**src/rtl/adc_scan_sequencer.sv**
```systemverilog
// Round-robin scan controller for the MAX 10 ADC Avalon-ST command/response ports.
// Averages 2^AVERAGE_LOG2 samples per enabled channel and flags mismatched, stray or lost responses.
module adc_scan_sequencer #(
    parameter int CHANNELS       = 17,
    parameter int AVERAGE_LOG2   = 2,
    parameter int TIMEOUT_CYCLES = 1024
) (
    input  logic                clock_clk,
    input  logic                reset_sink_reset,
    input  logic                enable,
    input  logic [CHANNELS-1:0] channel_mask,
    input  logic                error_clear,
    output logic                command_valid,
    output logic [4:0]          command_channel,
    output logic                command_startofpacket,
    output logic                command_endofpacket,
    input  logic                command_ready,
    input  logic                response_valid,
    input  logic [4:0]          response_channel,
    input  logic [11:0]         response_data,
    input  logic                response_startofpacket,
    input  logic                response_endofpacket,
    output logic                result_valid,
    output logic [4:0]          result_channel,
    output logic [11:0]         result_data,
    output logic                scan_done,
    output logic                busy,
    output logic [1:0]          error
);

    localparam int CH_W = 5;
    localparam int SW   = 12 + AVERAGE_LOG2;
    localparam int CW   = AVERAGE_LOG2 + 1;
    localparam int TW   = $clog2(TIMEOUT_CYCLES + 1);

    typedef enum logic [2:0] {
        S_IDLE,
        S_SELECT,
        S_ISSUE,
        S_WAIT,
        S_EMIT
    } state_t;

    state_t            r_state;
    state_t            w_next_state;
    logic [CH_W-1:0]   r_ptr;
    logic [CH_W-1:0]   r_cur_ch;
    logic              r_last;
    logic [SW-1:0]     r_sum;
    logic [CW-1:0]     r_count;
    logic [TW-1:0]     r_timer;
    logic [1:0]        r_error;
    logic              r_result_valid;
    logic [CH_W-1:0]   r_result_channel;
    logic [11:0]       r_result_data;
    logic              r_scan_done;

    logic              w_mask_any;
    logic [CH_W-1:0]   w_hi_ch;
    logic [CH_W-1:0]   w_lo_ch;
    logic              w_hi_found;
    logic [CH_W-1:0]   w_sel_ch;
    logic              w_sel_last;
    logic [CH_W-1:0]   w_ptr_next;
    logic [SW-1:0]     w_sum_next;
    logic [CW-1:0]     w_count_inc;
    logic              w_match;
    logic              w_final;
    logic              w_timeout;
    logic              w_stray;
    logic              w_command_valid;
    logic              w_busy;
    logic              w_unused_sop_eop;

    assign w_unused_sop_eop = response_startofpacket ^ response_endofpacket;

    assign w_mask_any  = |channel_mask;
    assign w_ptr_next  = (int'(r_cur_ch) == CHANNELS - 1) ? '0 : r_cur_ch + 1'b1;
    assign w_sum_next  = r_sum + SW'(response_data);
    assign w_count_inc = r_count + 1'b1;
    assign w_match     = response_valid && (response_channel == r_cur_ch);
    assign w_final     = (w_count_inc == CW'(1 << AVERAGE_LOG2));
    // A response arriving in the same cycle as the timeout takes precedence.
    assign w_timeout   = (r_state == S_WAIT) && !response_valid && (r_timer == TW'(TIMEOUT_CYCLES));
    assign w_stray     = response_valid && !((r_state == S_WAIT) && w_match);

    // Circular search: lowest set bit at or above r_ptr, else lowest set bit overall.
    always_comb begin
        w_hi_ch    = '0;
        w_lo_ch    = '0;
        w_hi_found = 1'b0;
        w_sel_last = 1'b1;
        for (int j = CHANNELS - 1; j >= 0; j--) begin
            if (channel_mask[j]) begin
                w_lo_ch = CH_W'(j);
                if (j >= int'(r_ptr)) begin
                    w_hi_ch    = CH_W'(j);
                    w_hi_found = 1'b1;
                end
            end
        end
        w_sel_ch = w_hi_found ? w_hi_ch : w_lo_ch;
        for (int j = 0; j < CHANNELS; j++) begin
            if (channel_mask[j] && (j > int'(w_sel_ch))) begin
                w_sel_last = 1'b0;
            end
        end
    end

    // NOTE: every signal gets a default before the case so no path can infer a latch.
    always_comb begin
        w_next_state    = r_state;
        w_command_valid = 1'b0;
        w_busy          = (r_state != S_IDLE);
        case (r_state)
            S_IDLE: begin
                if (enable && w_mask_any) w_next_state = S_SELECT;
            end
            S_SELECT: begin
                w_next_state = w_mask_any ? S_ISSUE : S_IDLE;
            end
            S_ISSUE: begin
                w_command_valid = 1'b1;
                if (command_ready) w_next_state = S_WAIT;
            end
            S_WAIT: begin
                if (response_valid) begin
                    w_next_state = (w_match && w_final) ? S_EMIT : S_ISSUE;
                end else if (w_timeout) begin
                    w_next_state = enable ? S_SELECT : S_IDLE;
                end
            end
            S_EMIT: begin
                w_next_state = enable ? S_SELECT : S_IDLE;
            end
            default: w_next_state = S_IDLE;
        endcase
    end

    // NOTE: clocked state uses non-blocking assignments so all registers update from pre-edge values.
    always_ff @(posedge clock_clk or posedge reset_sink_reset) begin
        if (reset_sink_reset) begin
            r_state <= S_IDLE;
        end else begin
            r_state <= w_next_state;
        end
    end

    always_ff @(posedge clock_clk or posedge reset_sink_reset) begin
        if (reset_sink_reset) begin
            r_ptr            <= '0;
            r_cur_ch         <= '0;
            r_last           <= 1'b0;
            r_sum            <= '0;
            r_count          <= '0;
            r_timer          <= '0;
            r_result_valid   <= 1'b0;
            r_result_channel <= '0;
            r_result_data    <= '0;
            r_scan_done      <= 1'b0;
        end else begin
            r_result_valid <= 1'b0;
            r_scan_done    <= 1'b0;
            case (r_state)
                S_SELECT: begin
                    if (w_mask_any) begin
                        r_cur_ch <= w_sel_ch;
                        r_last   <= w_sel_last;
                        r_sum    <= '0;
                        r_count  <= '0;
                    end
                end
                S_ISSUE: begin
                    r_timer <= '0;
                end
                S_WAIT: begin
                    r_timer <= r_timer + 1'b1;
                    if (w_match) begin
                        r_sum   <= w_sum_next;
                        r_count <= w_count_inc;
                        // Result registers load on entry to EMIT so they read as a strobe there and hold after.
                        if (w_final) begin
                            r_result_valid   <= 1'b1;
                            r_result_channel <= r_cur_ch;
                            r_result_data    <= w_sum_next[SW-1:AVERAGE_LOG2];
                            r_scan_done      <= r_last;
                        end
                    end else if (w_timeout) begin
                        r_ptr <= w_ptr_next;
                    end
                end
                S_EMIT: begin
                    r_ptr <= w_ptr_next;
                end
                default: ;
            endcase
        end
    end

    // Error bits are sticky; a new event beats error_clear in the same cycle.
    always_ff @(posedge clock_clk or posedge reset_sink_reset) begin
        if (reset_sink_reset) begin
            r_error <= 2'b00;
        end else begin
            if (w_stray)          r_error[0] <= 1'b1;
            else if (error_clear) r_error[0] <= 1'b0;
            if (w_timeout)        r_error[1] <= 1'b1;
            else if (error_clear) r_error[1] <= 1'b0;
        end
    end

    assign command_valid         = w_command_valid;
    assign command_channel       = r_cur_ch;
    assign command_startofpacket = w_command_valid;
    assign command_endofpacket   = w_command_valid;
    assign result_valid          = r_result_valid;
    assign result_channel        = r_result_channel;
    assign result_data           = r_result_data;
    assign scan_done             = r_scan_done;
    assign busy                  = w_busy;
    assign error                 = r_error;

endmodule

```
**config.mk**
```make
export PLATFORM = sky130hd
export DESIGN_NAME = adc_scan_sequencer
export DESIGN_NICKNAME = d
export VERILOG_FILES = /design/src/rtl/adc_scan_sequencer.sv
export SDC_FILE = /design/constraint.sdc
export NUM_CORES = 1
export LEC_CHECK = 0
export CORE_MARGIN = 2
export CORE_UTILIZATION = 52
export DETAILED_ROUTE_END_ITERATION = 8
export PLACE_DENSITY = 0.86
export SYNTH_ARGS = -nofsm -noshare
export SYNTH_HDL_FRONTEND = slang
export SYNTH_SLANG_ARGS = --single-unit
```
**constraint.sdc**
```tcl
create_clock -name clock_clk -period 5.2 [get_ports clock_clk]
set_input_delay 1.04 -clock clock_clk [delete_from_list [all_inputs] [get_ports clock_clk]]
set_output_delay 1.04 -clock clock_clk [all_outputs]
set_load 0.02 [all_outputs]
```
Word-level counts from Yosys, hierarchy flattened:

Index checks and enable logic that the tools add are counted.

* reduce and logical (&&, ||, !) cells: 38
* equal/unequal tests: 15
* $add $sub $neg: 4
* mux-type cells: 131
* $lt $le $gt $ge: 33

Operator list (number)
* $mux 5: 55
* $mux 1: 61
* $ge 4x5->1 const A: 8
* $gt 4x5->1 const A: 8
* $mux 14: 2
* $pmux 14 s2: 1
* $logic_and 1x1->1: 23
* $pmux 11 s2: 1
* $mux 3: 7
* $ge 3x5->1 const A: 4
* $gt 3x5->1 const A: 4
* $reduce_or 17->1: 1
* $pmux 3 s5: 1
* $add 14x12->14: 1
* $ne 2x2->1 const B: 6
* $reduce_and 3->1: 4
* $add 11x1->11 const B: 1
* $eq 11x11->1 const B: 1
* $ge 1x5->1 const A: 2
* $ge 2x5->1 const A: 2
* $gt 2x5->1 const A: 2
* $pmux 5 s2: 1
* $reduce_bool 2->1: 5
* $eq 3x2->1 const B: 2
* other kinds (16): 18

* word-level logic and storage cells: 234
* register bits: 63
* input bits: 42

Depth between registers and ports, before layout:

Gate-level depths: netlist of run 1.

* word-level depth: 54
* gate-level depth with buffers: 11
* depth with buffers taken out: 11

Least setup slack after synthesis of run 1:

Ideal clock, no wire load.

* path type: input port to flip-flop
* from: input channel_mask[11]
* to: register r_last
* setup slack: 1.876 ns
* stages on the path: 10
* setup time: 0.104 ns
* arrival: 3.221 ns
* cell sequence: buf_6 or4_4 o211ai_2 a311oi_1 o21ai_2 nand2_2 o32a_1 a2111oi_2 a31oi_1 o41ai_2

* cells in the longest elaborated chain, start to end: 42
* elaborated cells on any way between the ends: 109
* classes of those cells: 16 x order compare; 75 x mux; 18 x reduce/logical

Ends and longest elaborated chain
* start, declared: RTL line 11 `input logic [CHANNELS-1:0] channel_mask,`
* $mux 5 or $mux 1 (tied branches): RTL line 94 `if (channel_mask[j]) begin`
* $mux 5 or $mux 1 (tied branches): RTL line 96 `if (j >= int'(r_ptr)) begin`
* $mux 5 or $mux 1 (tied branches): RTL line 94
* $mux 5 or $mux 1 (tied branches): RTL line 96
* $mux 5 or $mux 1 (tied branches): RTL line 94
* $mux 5 or $mux 1 (tied branches): RTL line 96
* $mux 5 or $mux 1 (tied branches): RTL line 94
* $mux 5 or $mux 1 (tied branches): RTL line 96
* [11 not listed]
* $mux 5 or $mux 1 (tied branches): RTL line 96
* $mux 5 or $mux 1 (tied branches): RTL line 94
* $mux 5 or $mux 1 (tied branches): RTL line 96
* $mux 5 or $mux 1 (tied branches): RTL line 94
* $mux 5: RTL line 102 `w_sel_ch = w_hi_found ? w_hi_ch : w_lo_ch;`
* $gt 1x5->1: RTL line 104 `if (channel_mask[j] && (j > int'(w_sel_ch))) begin`
* $logic_and 1x1->1: RTL line 104
* $mux 1 (16 in a row): RTL line 104
* end signal, assigned: RTL line 168 `r_last <= w_sel_last;`
* end, declared: RTL line 48 `logic r_last;`

Parallel ways exist; a longest one is shown, timed or not.
A chain may end at the register's enable or synchronous reset.

Final worst setup path of run 1:

* from: input channel_mask[8]
* to: register r_last

* cells in the longest elaborated chain, start to end: 36
* elaborated cells on any way between the ends: 94
* classes of those cells: 16 x order compare; 60 x mux; 18 x reduce/logical

Ends and longest elaborated chain (RTL line)
* $mux 5 or $mux 1 (tied branches): 94
* $mux 5 or $mux 1 (tied branches): 96
* $mux 5 or $mux 1 (tied branches): 94
* $mux 5 or $mux 1 (tied branches): 96
* $mux 5 or $mux 1 (tied branches): 94
* $mux 5 or $mux 1 (tied branches): 96
* $mux 5 or $mux 1 (tied branches): 94
* $mux 5 or $mux 1 (tied branches): 96
* [5 not listed]
* $mux 5 or $mux 1 (tied branches): 96
* $mux 5 or $mux 1 (tied branches): 94
* $mux 5 or $mux 1 (tied branches): 96
* $mux 5 or $mux 1 (tied branches): 94
* $mux 5: 102
* $gt 1x5->1: 104
* $logic_and 1x1->1: 104
* $mux 1 (16 in a row): 104

Parallel ways exist; a longest one is shown, timed or not.

==> summary.txt, run 1 <==
STA
  – Final setup slack of the worst path: 1.34 ns
  – Maximum clock skew at final layout: 0.00996 ns
  – Post-Route Setup TNS: 0 ns
  – Pins Over Slew Limit: 0
  – # setup viols final: 0
  – Fmax: 259 MHz
  – Setup repair after global routing missed its margin: false
  – Hold violation count in the final report: 0
  – Post-route worst hold slack: 0.480 ns
  – Post-route minimum period: 3.86 ns
  – Final period util: 74.3%
  – Worst Tran Pin Value: 0.786 ns
  – Slew Limit Headroom: 47.6%

Synthesis
  – Main combinational cell family by area after synthesis: simple AND/OR/NAND/NOR gates
  – Cell Area, Synth: 4510 um^2
  – EDFF count, synth: 0
  – Seq/Total Area, Yosys: 35.0%
  – Xor/xnor cell area share of the yosys netlist: 3.69%
  – Fraction of synthesis flops using an asynchronous set or reset pin: 100%
  – Post-synthesis simple-gate area fraction: 24.6%
  – Count of mapped cells out of synthesis: 537
  – Warnings from Yosys: 0
  – Distinct cell type count after synthesis: 78
  – Post-Synthesis Net Count: 598
  – Dominant synthesized flop cell: dfrtp_1
  – Share of synthesized cell area in full adder, half adder and majority cells: 5.44%
  – Synth Area in Compound Gates: 24.3%
  – Multiplexer fraction of the synthesized cell area: 1.42%
  – Post-synthesis average cell area: 8.40 um^2
  – Flip-flop and latch count after synthesis: 63

Power
  – P per Cell Area: 318 nW/um^2
  – Worst VDD drop: 0.192 mV
  – Sequential cell fraction of total power: 39.3%
  – Psw: 668 uW
  – Share of power burned in the clock network: 24.4%
  – Proportion of power drawn by combinational gates: 36.4%
  – Internal Power: 1.04 mW
  – Lkg Pwr: 2.46 nW
  – Fraction of power spent switching nets: 39.0%

Clock network
  – Number of buffers inserted to repair setup after CTS: 0
  – Total of hold buffers inserted after clock tree synthesis: 0
  – Quantity of gates resized following cts: 0
  – Clock slew at the register clock pins of the worst setup and hold paths: 0.07 ns
  – Clock Sink Count: 63
  – Num CTS Buffers: 9
  – CTS Root Cell: clkbuf_8
  – Clock buffer depth: 2
  – Clock network latency to the later pin of the worst-skew pair: 0.35 ns
  – Depth of the CTS H-tree: 3
  – CTS tree: yes

Detailed routing
  – Antenna-violating nets left: 0
  – Number of design rule violations left after detail routing: 0
  – Routed vias/inst: 6.22
  – Drt pass-1 iters: 6
  – Vias after detailed routing: 4358
  – Wire length per cell: 17.4 um
  – Starting DRT DRC Count: 285
  – Post-detailed-routing wire length: 12200 um

Placed design
  – HPWL Detailed: 8730 um
  – # placed instances: 685
  – Setup WS pre-CTS: 1.07 ns
  – Input/output buffers: 69
  – Global placer's final weighted congestion: 0.937

Worst setup path
  – Count of buffering cells on the critical path with inverters included: 1
  – Critical path's top delay family: compound AO/OA/AOI/OAI gates
  – Cell repeated most along the worst path: a31oi_1
  – Critical Setup Path Class: input port to register
  – Ordered cell list for the critical path: clkdlybuf4s50_1, a21boi_1, o221ai_2, nand3_2, nor3b_2, a31oi_1, o32a_1, a2111oi_2, a31oi_1, o41ai_2
  – Slowest-stage cell, CP: clkdlybuf4s50_1
  – WP data arrival: 4.11 ns
  – Max stage delay on crit path: 0.59 ns
  – Startpoint class of the critical path: input port
  – Worst Path Required: 5.45 ns
  – Type of destination of the critical path: register
  – Crit path max fanout: 8

Die
  – I/O pin count: 72
  – Starting utilization of the core area: 54.3%
  – Floorplan die area: 9430 um^2
  – Height of the die: 97.1 um
  – Area of the core region: 8300 um^2
  – Horiz. Die Dim: 97.1 um
  – Number of rows created at floorplan: 33

Outcome
  – Status: finished clean

Finish
  – FF/Latch Area: 1580 um^2
  – Commonest cells after routing, fill and taps aside: nand2_1 (97), clkdlybuf4s50_1 (69), dfrtp_1 (63)
  – Leading cell type in the layout, fill and taps excluded: nand2_1
  – Total number of nets in the final design: 652
  – Filler-free cell count of the finished design: 701
  – Post-synthesis to final-layout area growth: 19.5%
  – Multi-input gate area in the final layout: 2680 um^2
  – Fraction of layout cells with a size suffix above 1: 8.39%
  – Antenna diode count: 0
  – Final Util: 64.9%
  – Filler cell count: 674

Global route
  – Via count of the first global-routing pass: 4323
  – Number of antenna violations at the first check in global routing: 0
  – All-layer global routing usage: 26.8%
  – Maximum number of pins on one net before global-route repair: 64
  – Congestion Overflow GR: 0
  – Wire length of the first global-routing pass: 20800 um

Run
  – Number of max-cap violations: 0

Min path
  – Worst hold path type: register to register
==> through the flow <==
| stage | area [um^2] | power (mW) |
|---|---|---|
| 2_1_floorplan | 4510 | 1.09 |
| 3_3_place_gp | 5200 | 1.26 |
| 3_5_place_dp | 5200 | 1.29 |
| 4_1_cts | 5390 | 1.72 |
| 5_1_grt | 5390 | 1.82 |
| 6_report | 5390 | 1.71 |
==> area by class of cell <==
cell class	instances	area share [%]
clock buffers	10	2.37
clock inverters	6	1.14
inverters	22	1.53
multi-input cells	421	49.8
flip-flops and latches	63	29.2
well taps	105	2.44
repair buffers	74	13.5
==> worst register-to-register path, stage by stage (launching register included) <==
cell and delay (ns):
dfrtp_1 0.69, and4_1 0.33, o21a_1 0.17, nand2b_1 0.14, nor3b_2 0.34, a31oi_1 0.30
o32a_1 0.43, a2111oi_2 0.29, a31oi_1 0.10, o41ai_2 0.36
==> final timing paths <==
kind | from | to | slack [ns] | cells after the start
worst max-delay path | channel_mask[8] | r_last | 1.34 | 10
worst min-delay path | r_last | r_last | 0.48 | 2
worst max register to register | r_ptr[1] | r_last | 1.96 | 9
worst min register to register | r_last | r_last | 0.48 | 2
max in group asynchronous | reset_sink_reset | command_channel[1] | 3.44 | 3
min in group asynchronous | reset_sink_reset | r_sum[13] | 1.25 | 3
==> Yosys cell counts, drive strengths merged (5+ instances only) <==
cell type / number / area share, %
nand2: 98 / 8.2
dfrtp: 63 / 35
nand3: 35 / 4.0
o21ai: 34 / 4.1
a21oi: 33 / 3.7
nor2: 23 / 2.0
inv: 22 / 1.8
ha: 18 / 5.0
clkbuf: 17 / 1.4
buf: 14 / 2.3
a21o: 11 / 1.8
a22o: 11 / 2.1
nor3: 11 / 1.3
xnor2: 11 / 2.1
a31oi: 8 / 1.4
o31ai: 8 / 1.3
xor2: 8 / 1.6
nor4: 7 / 1.1
and3: 6 / 0.83
nand2b: 6 / 0.83
nor2b: 6 / 0.83
nor3b: 6 / 1.2
a21boi: 5 / 0.83
==> power by group through the flow <==
stage                     Combinational (mW)  Clock, mW  Sequential (mW)
final                                  0.623      0.417            0.672
after floorplan                        0.465          0            0.629
after global placement                 0.587          0            0.669
after CTS                              0.621      0.425            0.669
after global routing                   0.691      0.445            0.684
after detailed placement               0.614          0            0.676
==> cell families (layout without fill, tap and decap cells) <==
kind of cell,Yosys count,after routing
buffers and inverters,53,112
DFF,63,63
and+or+nand+nor,223,223
adders and majority gates,19,19
muxes,6,6
xor gates and xnor gates,19,19
AOI/OAI and AO/OA,154,154
==> routing by layer <==
layer / part of all wire (%) / vias to the layer above / GRT usage (%)
met3: 6.0 / 28 / 4.75
met2: 49 / 165 / 43.1
met1: 43 / 2108 / 35.0
met4: 2.4 / 0 / 12.9
met5: 0 / - / 0
li1: - / 2057 / -
==> sequential cells by signal, indices dropped and copies added (netlist names) <==
name	cells
command_channel	5
error	2
r_count	3
r_last	1
r_ptr	5
r_state	3
r_sum	14
r_timer	11
result_channel	5
result_data	12
result_valid	1
scan_done	1
(Power assumes the default switching activity.)
==> run 2, diff against run 1 <==
==> constraint.sdc (replaced) <==
create_clock -name clock_clk -period 4 [get_ports clock_clk]
set_input_delay 0.8 -clock clock_clk [delete_from_list [all_inputs] [get_ports clock_clk]]
set_output_delay 0.8 -clock clock_clk [all_outputs]
set_load 0.02 [all_outputs]
==> summary.txt, run 2 (synthesized netlist as in run 1, its figures left out) <==
Worst setup path
  – WP data arrival: 3.80 ns
  – Count of buffering cells on the critical path with inverters included: 2
  – Type of destination of the critical path: register
  – Ordered cell list for the critical path: clkdlybuf4s50_1, nor4_1, and3_1, nand4_1, a211oi_1, buf_4, a21oi_1, o21a_1, o31ai_1, nand3_1, o41ai_2
  – Critical Setup Path Class: input port to register
  – Max stage delay on crit path: 0.51 ns
  – Startpoint class of the critical path: input port
  – Slowest-stage cell, CP: clkdlybuf4s50_1
  – Worst Path Required: 4.24 ns
  – Critical path's top delay family: compound AO/OA/AOI/OAI gates
  – Crit path max fanout: 6
  – Register-to-register path setup slack: 0.99 ns

Clock network
  – Num CTS Buffers: 9
  – Clock buffer depth: 2
  – Quantity of gates resized following cts: 0
  – Clock slew at the register clock pins of the worst setup and hold paths: 0.07 ns
  – Total of hold buffers inserted after clock tree synthesis: 0
  – Clock Sink Count: 63
  – Number of buffers inserted to repair setup after CTS: 0
  – CTS tree: yes
  – CTS Root Cell: clkbuf_8
  – Depth of the CTS H-tree: 3
  – Clock network latency to the later pin of the worst-skew pair: 0.34 ns

Global route
  – Global Route met3 Usage: 3.96%
  – Global route hottest layer: met2
  – Via count of the first global-routing pass: 4430
  – Number of antenna violations at the first check in global routing: 0
  – Grt met2 use: 45.7%
  – All-layer global routing usage: 27.2%
  – Met1 usage in global routing: 35.9%
  – Congestion Overflow GR: 0
  – Wire length of the first global-routing pass: 21200 um
  – Maximum number of pins on one net before global-route repair: 47

Placed design
  – Setup WS pre-CTS: 0.213 ns
  – HPWL Detailed: 9200 um
  – Global placer's final weighted congestion: 1.02
  – Input/output buffers: 69
  – # placed instances: 701

Finish
  – Post-synthesis to final-layout area growth: 23.1%
  – Filler-free cell count of the finished design: 717
  – Leading cell type in the layout, fill and taps excluded: nand2_1
  – Register name with the most flops: r_sum
  – Commonest cells after routing, fill and taps aside: nand2_1 (97), clkdlybuf4s50_1 (69), dfrtp_1 (63)
  – Antenna diode count: 0
  – Total number of nets in the final design: 668
  – Flip-flop count of the largest register after layout: 14
  – Filler cell count: 659
  – Fraction of layout cells with a size suffix above 1: 10.9%

Die
  – Area of the core region: 8300 um^2
  – I/O pin count: 72
  – Height of the die: 97.1 um
  – Floorplan die area: 9430 um^2
  – Horiz. Die Dim: 97.1 um
  – Number of rows created at floorplan: 33
  – Starting utilization of the core area: 54.3%

Detailed routing
  – Routed vias/inst: 6.20
  – Drt pass-1 iters: 6
  – Post-detailed-routing wire length: 12600 um
  – Vias after detailed routing: 4448
  – Starting DRT DRC Count: 334
  – Wire length per cell: 17.6 um
  – Number of design rule violations left after detail routing: 0
  – Antenna-violating nets left: 0

Run
  – Number of max-cap violations: 0

Power
  – Fraction of power spent switching nets: 37.6%
  – Lkg Pwr: 2.56 nW
  – Worst VDD drop: 0.259 mV
  – Share of power burned in the clock network: 27.1%
  – P per Cell Area: 422 nW/um^2
  – Psw: 881 uW
  – Internal Power: 1.46 mW
  – Sequential cell fraction of total power: 36.6%
  – Proportion of power drawn by combinational gates: 36.2%
  – Overall power after layout: 2.34 mW

Outcome
  – Status: finished clean

STA
  – Hold violation count in the final report: 0
  – Post-route minimum period: 3.56 ns
  – Post-Route Setup TNS: 0 ns
  – Worst Tran Pin Value: 0.970 ns
  – Maximum clock skew at final layout: 0.0117 ns
  – Final period util: 89.0%
  – Setup repair after global routing missed its margin: false
  – Final setup slack of the worst path: 0.442 ns
  – Fmax: 281 MHz
  – Pins Over Slew Limit: 0
  – Slew Limit Headroom: 35.2%
  – # setup viols final: 0

Min path
  – Worst hold path type: register to register
## run 2: cell count changes in the layout (fill, tap and decap cells not counted)
cell / previous run / this run
clkbuf_1: 1 / 0
buf_4: 5 / 21
bufinv_16: 1 / 2
clkinv_2: 3 / 0
clkbuf_8: 9 / 10
clkinvlp_4: 1 / 2
inv_6: 0 / 1
## run 2: layout make-up
| class | instances | area [um^2] | area share [%] |
|---|---|---|---|
| inverters | 22 | 82.6 | 1.49 |
| flip-flops and latches | 63 | 1580 | 28.4 |
| clock inverters | 6 | 92.6 | 1.67 |
| clock buffers | 10 | 138 | 2.48 |
| repair buffers | 90 | 848 | 15.3 |
| well taps | 105 | 131 | 2.37 |
| multi-input cells | 421 | 2680 | 48.3 |
## run 2: final timing paths
kind	startpoint	end	depth (start not counted)
worst min-delay path	r_last	r_last	2
min in group asynchronous	reset_sink_reset	r_timer[9]	2
worst min register to register	r_last	r_last	2
max in group asynchronous	reset_sink_reset	result_data[0]	3
worst max-delay path	channel_mask[2]	r_last	11
worst max register to register	r_ptr[1]	r_last	9
## run 2: worst reg2reg max path, cell delays in order (launching register included)
cell	delay [ns]
dfrtp_1	0.69
nand3_1	0.19
o2bb2ai_1	0.21
nand2b_1	0.22
nor3b_2	0.32
a31oi_1	0.18
o32a_1	0.39
a2111oi_2	0.27
a31oi_1	0.10
o41ai_2	0.35
## run 2: power groups by stage
stage | Sequential, mW | Clock (mW) | Combinational, mW
floorplan | 0.818 | 0 | 0.604
global placement | 0.857 | 0 | 0.796
detailed placement | 0.865 | 0 | 0.831
CTS | 0.854 | 0.645 | 0.842
global route | 0.875 | 0.675 | 0.940
finish | 0.857 | 0.635 | 0.848
## run 2: routing by layer
metal / share of wire, % / up-vias
li1: - / 2080
met1: 43 / 2137
met2: 48 / 197
met3: 6.6 / 34
met4: 2.3 / 0
met5: 0 / -
## run 2: metrics by stage
| step | util [%] | area (um^2) | hold slack, ns |
|---|---|---|---|
| finish | 66.9 | 5550 | 0.477 |
| global route | 66.9 | 5550 | 0.505 |
| CTS | 66.9 | 5550 | 0.483 |
| detailed placement | 64.1 | 5320 | 0.454 |
| global placement | 64.1 | 5320 | 0.457 |
| floorplan | - | 4510 | 0.440 |
